<file path="config.mk">
export PLATFORM = sky130hd
export DESIGN_NAME = conv_mem_writer
export DESIGN_NICKNAME = d
export VERILOG_FILES = /design/src/rtl/conv_mem_writer.sv
export SDC_FILE = /design/constraint.sdc
export NUM_CORES = 1
export LEC_CHECK = 0
export BUFFER_PORTS_ARGS = -buffer_cell sky130_fd_sc_hd__buf_4
export CORE_MARGIN = 2
export CORE_UTILIZATION = 50
export DETAILED_ROUTE_END_ITERATION = 16
export GPL_TIMING_DRIVEN = 0
export PLACE_DENSITY = 0.8
export REMOVE_ABC_BUFFERS = 1
export SLEW_MARGIN = 5
export SYNTH_ARGS = -nofsm -noshare
export SYNTH_HDL_FRONTEND = slang
export SYNTH_SLANG_ARGS = --single-unit
</file>
<file path="constraint.sdc">
create_clock -name clk -period 6.13 [get_ports clk]
set_clock_uncertainty 0.1 [all_clocks]
set_input_delay 0.613 -clock clk [delete_from_list [all_inputs] [get_ports clk]]
set_output_delay 0.613 -clock clk [all_outputs]
set_load 0.05 [all_outputs]
</file>
<file path="src/rtl/conv_mem_writer.sv">
// Write-address generator for convolution output memories: walks IMG_W x IMG_H
// pixels per channel, holding each address for CYCLES_PER_PIXEL enabled cycles.
module conv_mem_writer #(
  parameter int IMG_W            = 8,
  parameter int IMG_H            = 8,
  parameter int CHANNELS         = 3,
  parameter int CYCLES_PER_PIXEL = 25,
  parameter int START_DELAY      = 15,
  localparam int PIXELS = IMG_W * IMG_H,
  localparam int ADDR_W = (PIXELS > 1) ? $clog2(PIXELS) : 1,
  localparam int CH_W   = (CHANNELS > 1) ? $clog2(CHANNELS) : 1
) (
  input  logic              clk,
  input  logic              reset,
  input  logic              start,
  input  logic              enable,
  output logic [ADDR_W-1:0] addr,
  output logic [CH_W-1:0]   channel,
  output logic              wr_en,
  output logic              wr_last,
  output logic              busy,
  output logic              done
);
  localparam int CYC_W = (CYCLES_PER_PIXEL > 1) ? $clog2(CYCLES_PER_PIXEL) : 1;
  localparam int DLY_W = (START_DELAY > 0) ? $clog2(START_DELAY + 1) : 1;

  typedef enum logic [1:0] {IDLE, DELAY, RUN, DONE} state_t;

  state_t             state, state_n;
  logic [ADDR_W-1:0]  addr_n;
  logic [CH_W-1:0]    ch_n;
  logic [CYC_W-1:0]   cyc, cyc_n;
  logic [DLY_W-1:0]   dly, dly_n;
  logic               addr_end, ch_end;

  // Exact terminal compares keep non-power-of-two sizes in range.
  assign addr_end = (addr == ADDR_W'(PIXELS - 1));
  assign ch_end   = (channel == CH_W'(CHANNELS - 1));
  assign wr_en    = (state == RUN) && enable && (cyc == CYC_W'(CYCLES_PER_PIXEL - 1));
  assign wr_last  = wr_en && addr_end && ch_end;
  assign busy     = (state == DELAY) || (state == RUN);
  assign done     = (state == DONE);

  always_comb begin
    state_n = state;
    addr_n  = addr;
    ch_n    = channel;
    cyc_n   = cyc;
    dly_n   = dly;
    case (state)
      IDLE, DONE: begin
        if (start) begin
          addr_n  = '0;
          ch_n    = '0;
          cyc_n   = '0;
          dly_n   = '0;
          state_n = (START_DELAY > 0) ? DELAY : RUN;
        end
      end
      DELAY: begin
        dly_n = dly + 1'b1;
        if (dly == DLY_W'(START_DELAY - 1)) state_n = RUN;
      end
      RUN: begin
        if (wr_en) begin
          cyc_n = '0;
          if (addr_end) begin
            addr_n = '0;
            if (ch_end) begin
              ch_n    = '0;
              state_n = DONE;
            end else begin
              ch_n = channel + 1'b1;
            end
          end else begin
            addr_n = addr + 1'b1;
          end
        end else if (enable) begin
          cyc_n = cyc + 1'b1;
        end
      end
      default: state_n = IDLE;
    endcase
  end

  always_ff @(posedge clk) begin
    if (reset) begin
      state   <= IDLE;
      addr    <= '0;
      channel <= '0;
      cyc     <= '0;
      dly     <= '0;
    end else begin
      state   <= state_n;
      addr    <= addr_n;
      channel <= ch_n;
      cyc     <= cyc_n;
      dly     <= dly_n;
    end
  end
endmodule
</file>
# Word level (Yosys, flattened, before mapping)
# Cells that the tools add are included.
dict set report classes {
  n_addsub 4
  eq_ne 13
  n_mux 21
  reduce_logical 14
}
# operator n
set ops {}
lappend ops {{2-bit 2-to-1 mux} 9}
lappend ops {{6-bit 2-to-1 mux} 3}
lappend ops {{5-bit 2-to-1 mux} 3}
lappend ops {{6-bit case mux with 2 select lines} 1}
lappend ops {{5-bit case mux with 2 select lines} 1}
lappend ops {{2-bit inequality test, second input constant} 4}
lappend ops {{4-bit case mux with 2 select lines} 1}
lappend ops {{6-bit by 1-bit adder with 6-bit output, second input constant} 1}
lappend ops {{2-bit == test, second input constant} 3}
lappend ops {{6-bit == test, second input constant} 1}
lappend ops {{2-bit case mux with 3 select lines} 1}
lappend ops {{3-bit AND reduction} 2}
lappend ops {{5-bit by 1-bit adder with 5-bit output, second input constant} 1}
lappend ops {{5-bit == test, second input constant} 1}
lappend ops {{5-bit AND reduction} 1}
lappend ops {{4-bit by 1-bit adder with 4-bit output, second input constant} 1}
lappend ops {{4-bit == test, second input constant} 1}
lappend ops {{1-bit logical AND} 4}
lappend ops {{4-bit 2-to-1 mux} 1}
lappend ops {{2-bit case mux with 2 select lines} 1}
lappend ops {{4-bit AND reduction} 1}
lappend ops {{2-bit nonzero test} 2}
lappend ops {{3-bit inequality test, second input constant} 1}
lappend ops {{2-bit by 1-bit adder with 2-bit output, second input constant} 1}
lappend ops {{6 further kinds} 6}
dict set report word_totals {
  reg_bits 19
  inputBits 4
  out_inout_bits 12
}

# Longest topological paths before layout
dict set report logic_depth {
  ltp_word 5
  depth_mapped 8
  ltp_nobuf 6
}

# Worst setup path after synthesis
# Ideal clock, no wire load.
dict set report synth_path {
  path_kind {input-to-output}
  startpoint {in enable}
  endpoint {out wr_last}
  arrival_ps 1916
  slack_ps 3501
  cell_stages 5
  path_cell_list {and4b_1 > and3_1 > buf_4 > nand2_1 > nor2_1}
}
dict set report synth_between {
  elab_chain_len 4
}
# item line
set synth_lines {}
lappend synth_lines {{start: declaration} 16} ;# input logic enable,
lappend synth_lines {{1-bit logical AND (2 in series)} 39} ;# assign wr_en = (state == RUN) && enable && (cyc == CYC_W'(CYCLES_PER_PIXEL - 1));
lappend synth_lines {{net wr_en} 19} ;# output logic wr_en,
lappend synth_lines {{1-bit logical AND (2 in series)} 40} ;# assign wr_last = wr_en && addr_end && ch_end;
lappend synth_lines {{end: declaration} 20} ;# output logic wr_last,
# The timed path passes the listed nets, and every way through them passes these cells.

# Worst setup path after layout
dict set report layout_path {
  startpoint {reg state[0]}
  endpoint {out wr_last}
}
dict set report layout_between {
  elab_chain_len 5
}
# item line
set layout_lines {}
lappend layout_lines {{start: declaration} 29} ;# state_t state, state_n;
lappend layout_lines {{start signal: assignment} 94} ;# state <= state_n;
lappend layout_lines {{2-bit == test} 39}
lappend layout_lines {{1-bit logical AND (2 in series)} 39}
lappend layout_lines {{1-bit logical AND (2 in series)} 40}
# Every way passes these cells.

==> flow_metrics.tcl <==
set metrics [dict create \
    ios 16 \
    fin_cells 174 \
    met3_usage_pct 2.59 \
    crit_required_ps 5420 \
    grt_max_degree 22 \
    synthXorXnorAreaFrac_pct 0 \
    first_pass_iters 4 \
    cts_buffer_depth 2 \
    setup_ws_ps 3380 \
    setup_viol 0 \
    final_max_slew_viol_count 0 \
    ys_seq_area_share_pct 33.7 \
    htreeDepth 1 \
    relSlewSlack_pct 61.6 \
    grt_overflow 0 \
    grt_pass1_wl_um 3890 \
    seq_area_um2 380 \
    place.gp.congestion 0.829 \
    via_per_inst 5.86 \
    ys_ff_latch 19 \
    dieArea_um2 2650 \
    cts_tree "done" \
    clock_latency_ps 290 \
    cts-root-buf "clkbuf_4" \
    leakage_nw 0.479 \
    powerDensity_nw_per_um2 333 \
    core_region_area_um2 2170 \
    cp.arrival_ps 2040 \
    fin_crit_sh_pct 44.9 \
    syn_inst 134 \
    vias 1020 \
    crit_type "register to output port" \
    fmax_mhz 364 \
    busiest_layer "met2" \
    synth-simple-area-share_pct 27.3 \
    synth_top_family_by_area "simple AND/OR/NAND/NOR gates" \
    fin_nets 160 \
    fillers 211 \
    power_frac_seq_pct 33.6 \
    crit_path_start_kind "register" \
    synth-compound-area-share_pct 19.3 \
    swShare_pct 45.3 \
    post-route-min-period_ps 2750 \
    timing.max_cap.violations 0 \
    grtUsageMet2_pct 33.1 \
    drt-total-wl_um 2230 \
    worstPathMaxFanout 13 \
    outcome "finished, final reports clean" \
    ys_types 32 \
    setup_tns_ps 0 \
    cts.sinks 19 \
    max_slew.worst_pin.slew_ps 573 \
    pre_cts_ws_ps 3740 \
    grt_antenna_before_repair 0 \
    io_buffers 15 \
    cts_post_setup_buffers_inserted 0 \
    dp_hpwl_um 1570 \
    die_h_um 51.5 \
    peakVddDrop_v 0.000333 \
    start_util_pct 52.0 \
    finalHoldViolCount 0 \
    row_count 17 \
    cts-resized-gates 0 \
    multi_input_area_um2 676 \
    area_growth_pct 11.0 \
    syn_area_per_cell_um2 8.42 \
    grt.total_usage_pct 18.8 \
    ant_nets 0 \
    post-route-drc-count 0 \
    wl_per_cell_um 12.8 \
    min_path_type "register to register" \
    die_w_um 51.5 \
    synthesis.area_um2 1130 \
    p_switching_mw 0.189 \
    use_met1_pct 23.8 \
    end_kind "output port" \
    internal-power_mw 0.228 \
    n_antenna_cell 0 \
    drt_iter0_drc 27 \
    synth_mux_area_share_pct 3.33 \
    power_frac_comb_pct 51.3 \
    place_inst 170 \
    cts_hold_buf 0 \
    drive_gt1_share_pct 15.1 \
    grt_pass1_vias 936 \
    cts_buffers 3 \
    synthAdderAreaFrac_pct 9.98 \
    rsz0062_at_grt "false" \
    pwr-share-clk_pct 15.0 \
    synth_warnings 0 \
    clk_pin_slew_ps 110 \
]
==> synth_stat cells (all sizes together) <==
library cell | count | area (um^2)
o21ai | 6 | 30.0
buf | 5 | 42.5
a22oi | 1 | 7.51
nor2 | 11 | 41.3
mux2 | 3 | 37.5
a21oi | 7 | 35.0
inv | 6 | 22.5
nor2b | 1 | 6.26
and4b | 1 | 10.0
a311oi | 5 | 43.8
a41oi | 1 | 8.76
nand3 | 13 | 65.1
ha | 9 | 113
and3 | 4 | 25.0
a21boi | 1 | 11.3
a31oi | 8 | 50.1
clkbuf | 2 | 7.51
nand3b | 2 | 15.0
nor3 | 2 | 10.0
nand2 | 12 | 45.0
nand2b | 5 | 31.3
dfxtp | 19 | 380
a211oi | 1 | 12.5
a221o | 1 | 10.0
nand4b | 5 | 43.8
a2bb2oi | 1 | 8.76
and2 | 2 | 15.0
==> flip-flops by register name, summed over array words and instances (netlist names) <==
signal   cells
state        2
dly          4
channel      2
addr         6
cyc          5
==> path summary, 6_finish.rpt <==
path / cells after the start / from / slack [ps] / to
worst max-delay path: 6 / state[0]$_SDFFE_PP0P_ / 3380 / wr_last
worst min-delay path: 2 / dly[3]$_SDFFE_PP0P_ / 390 / dly[3]$_SDFFE_PP0P_
worst max register to register: 5 / state[0]$_SDFFE_PP0P_ / 3980 / state[0]$_SDFFE_PP0P_
worst min register to register: 2 / dly[3]$_SDFFE_PP0P_ / 390 / dly[3]$_SDFFE_PP0P_
==> cells in the final DEF, fill, tap and decap left out, types with 3 or more instances in the layout <==
cell type  instances
a21oi_1            7
a311oi_1           5
a31oi_1            8
and3_1             4
buf_4             15
clkbuf_4           3
dfxtp_1           19
ha_1               9
inv_1              6
nand2_1           12
nand2b_1           5
nand3_1           13
nand4b_1           5
nor2_1            11
o21ai_1            5
==> layout make-up <==
class                   instances  area share, %
multi-input cells             102           53.9
clock buffers                   4           2.10
repair buffers                 15           8.99
well taps                      28           2.80
flip-flops and latches         19           30.4
inverters                       6           1.80
==> routing by layer <==
layer	vias to the layer above	share of wire (%)
met5	-	0
met4	0	0
met3	0	3.7
met2	20	48
met1	484	48
li1	516	-
==> metrics by stage <==
stage / power [mW] / hold slack (ps) / cell area, um^2 / utilization [%]
final: 0.417 / 389 / 1250 / 57.7
after global routing: 0.448 / 441 / 1250 / 57.7
after CTS: 0.418 / 393 / 1250 / 57.7
after detailed placement: 0.355 / 378 / 1230 / 56.5
after global placement: 0.348 / 371 / 1230 / 56.5
after floorplan: 0.305 / 353 / 1080 / -
==> critical path, stage by stage (launching register included) <==
cell	delay, ps
dfxtp_1	360
inv_1	80
ha_1	470
and3_1	450
nand2_1	90
nor2_1	100
buf_4	200
==> power by group through the flow <==
stage	Clock [mW]	Sequential (mW)	Combinational [mW]
2_1_floorplan	0	0.142	0.163
3_3_place_gp	0	0.143	0.205
3_5_place_dp	0	0.143	0.212
4_1_cts	0.0653	0.140	0.213
5_1_grt	0.0714	0.142	0.235
6_report	0.0626	0.140	0.214
==> logic make-up after synthesis <==
| logic type | Yosys count |
|---|---|
| compound gates | 32 |
| fa+ha+maj | 9 |
| buf+inv | 13 |
| flops | 19 |
| mux | 3 |
| simple gates | 58 |
Note: power is estimated with default switching activity, not from simulation.
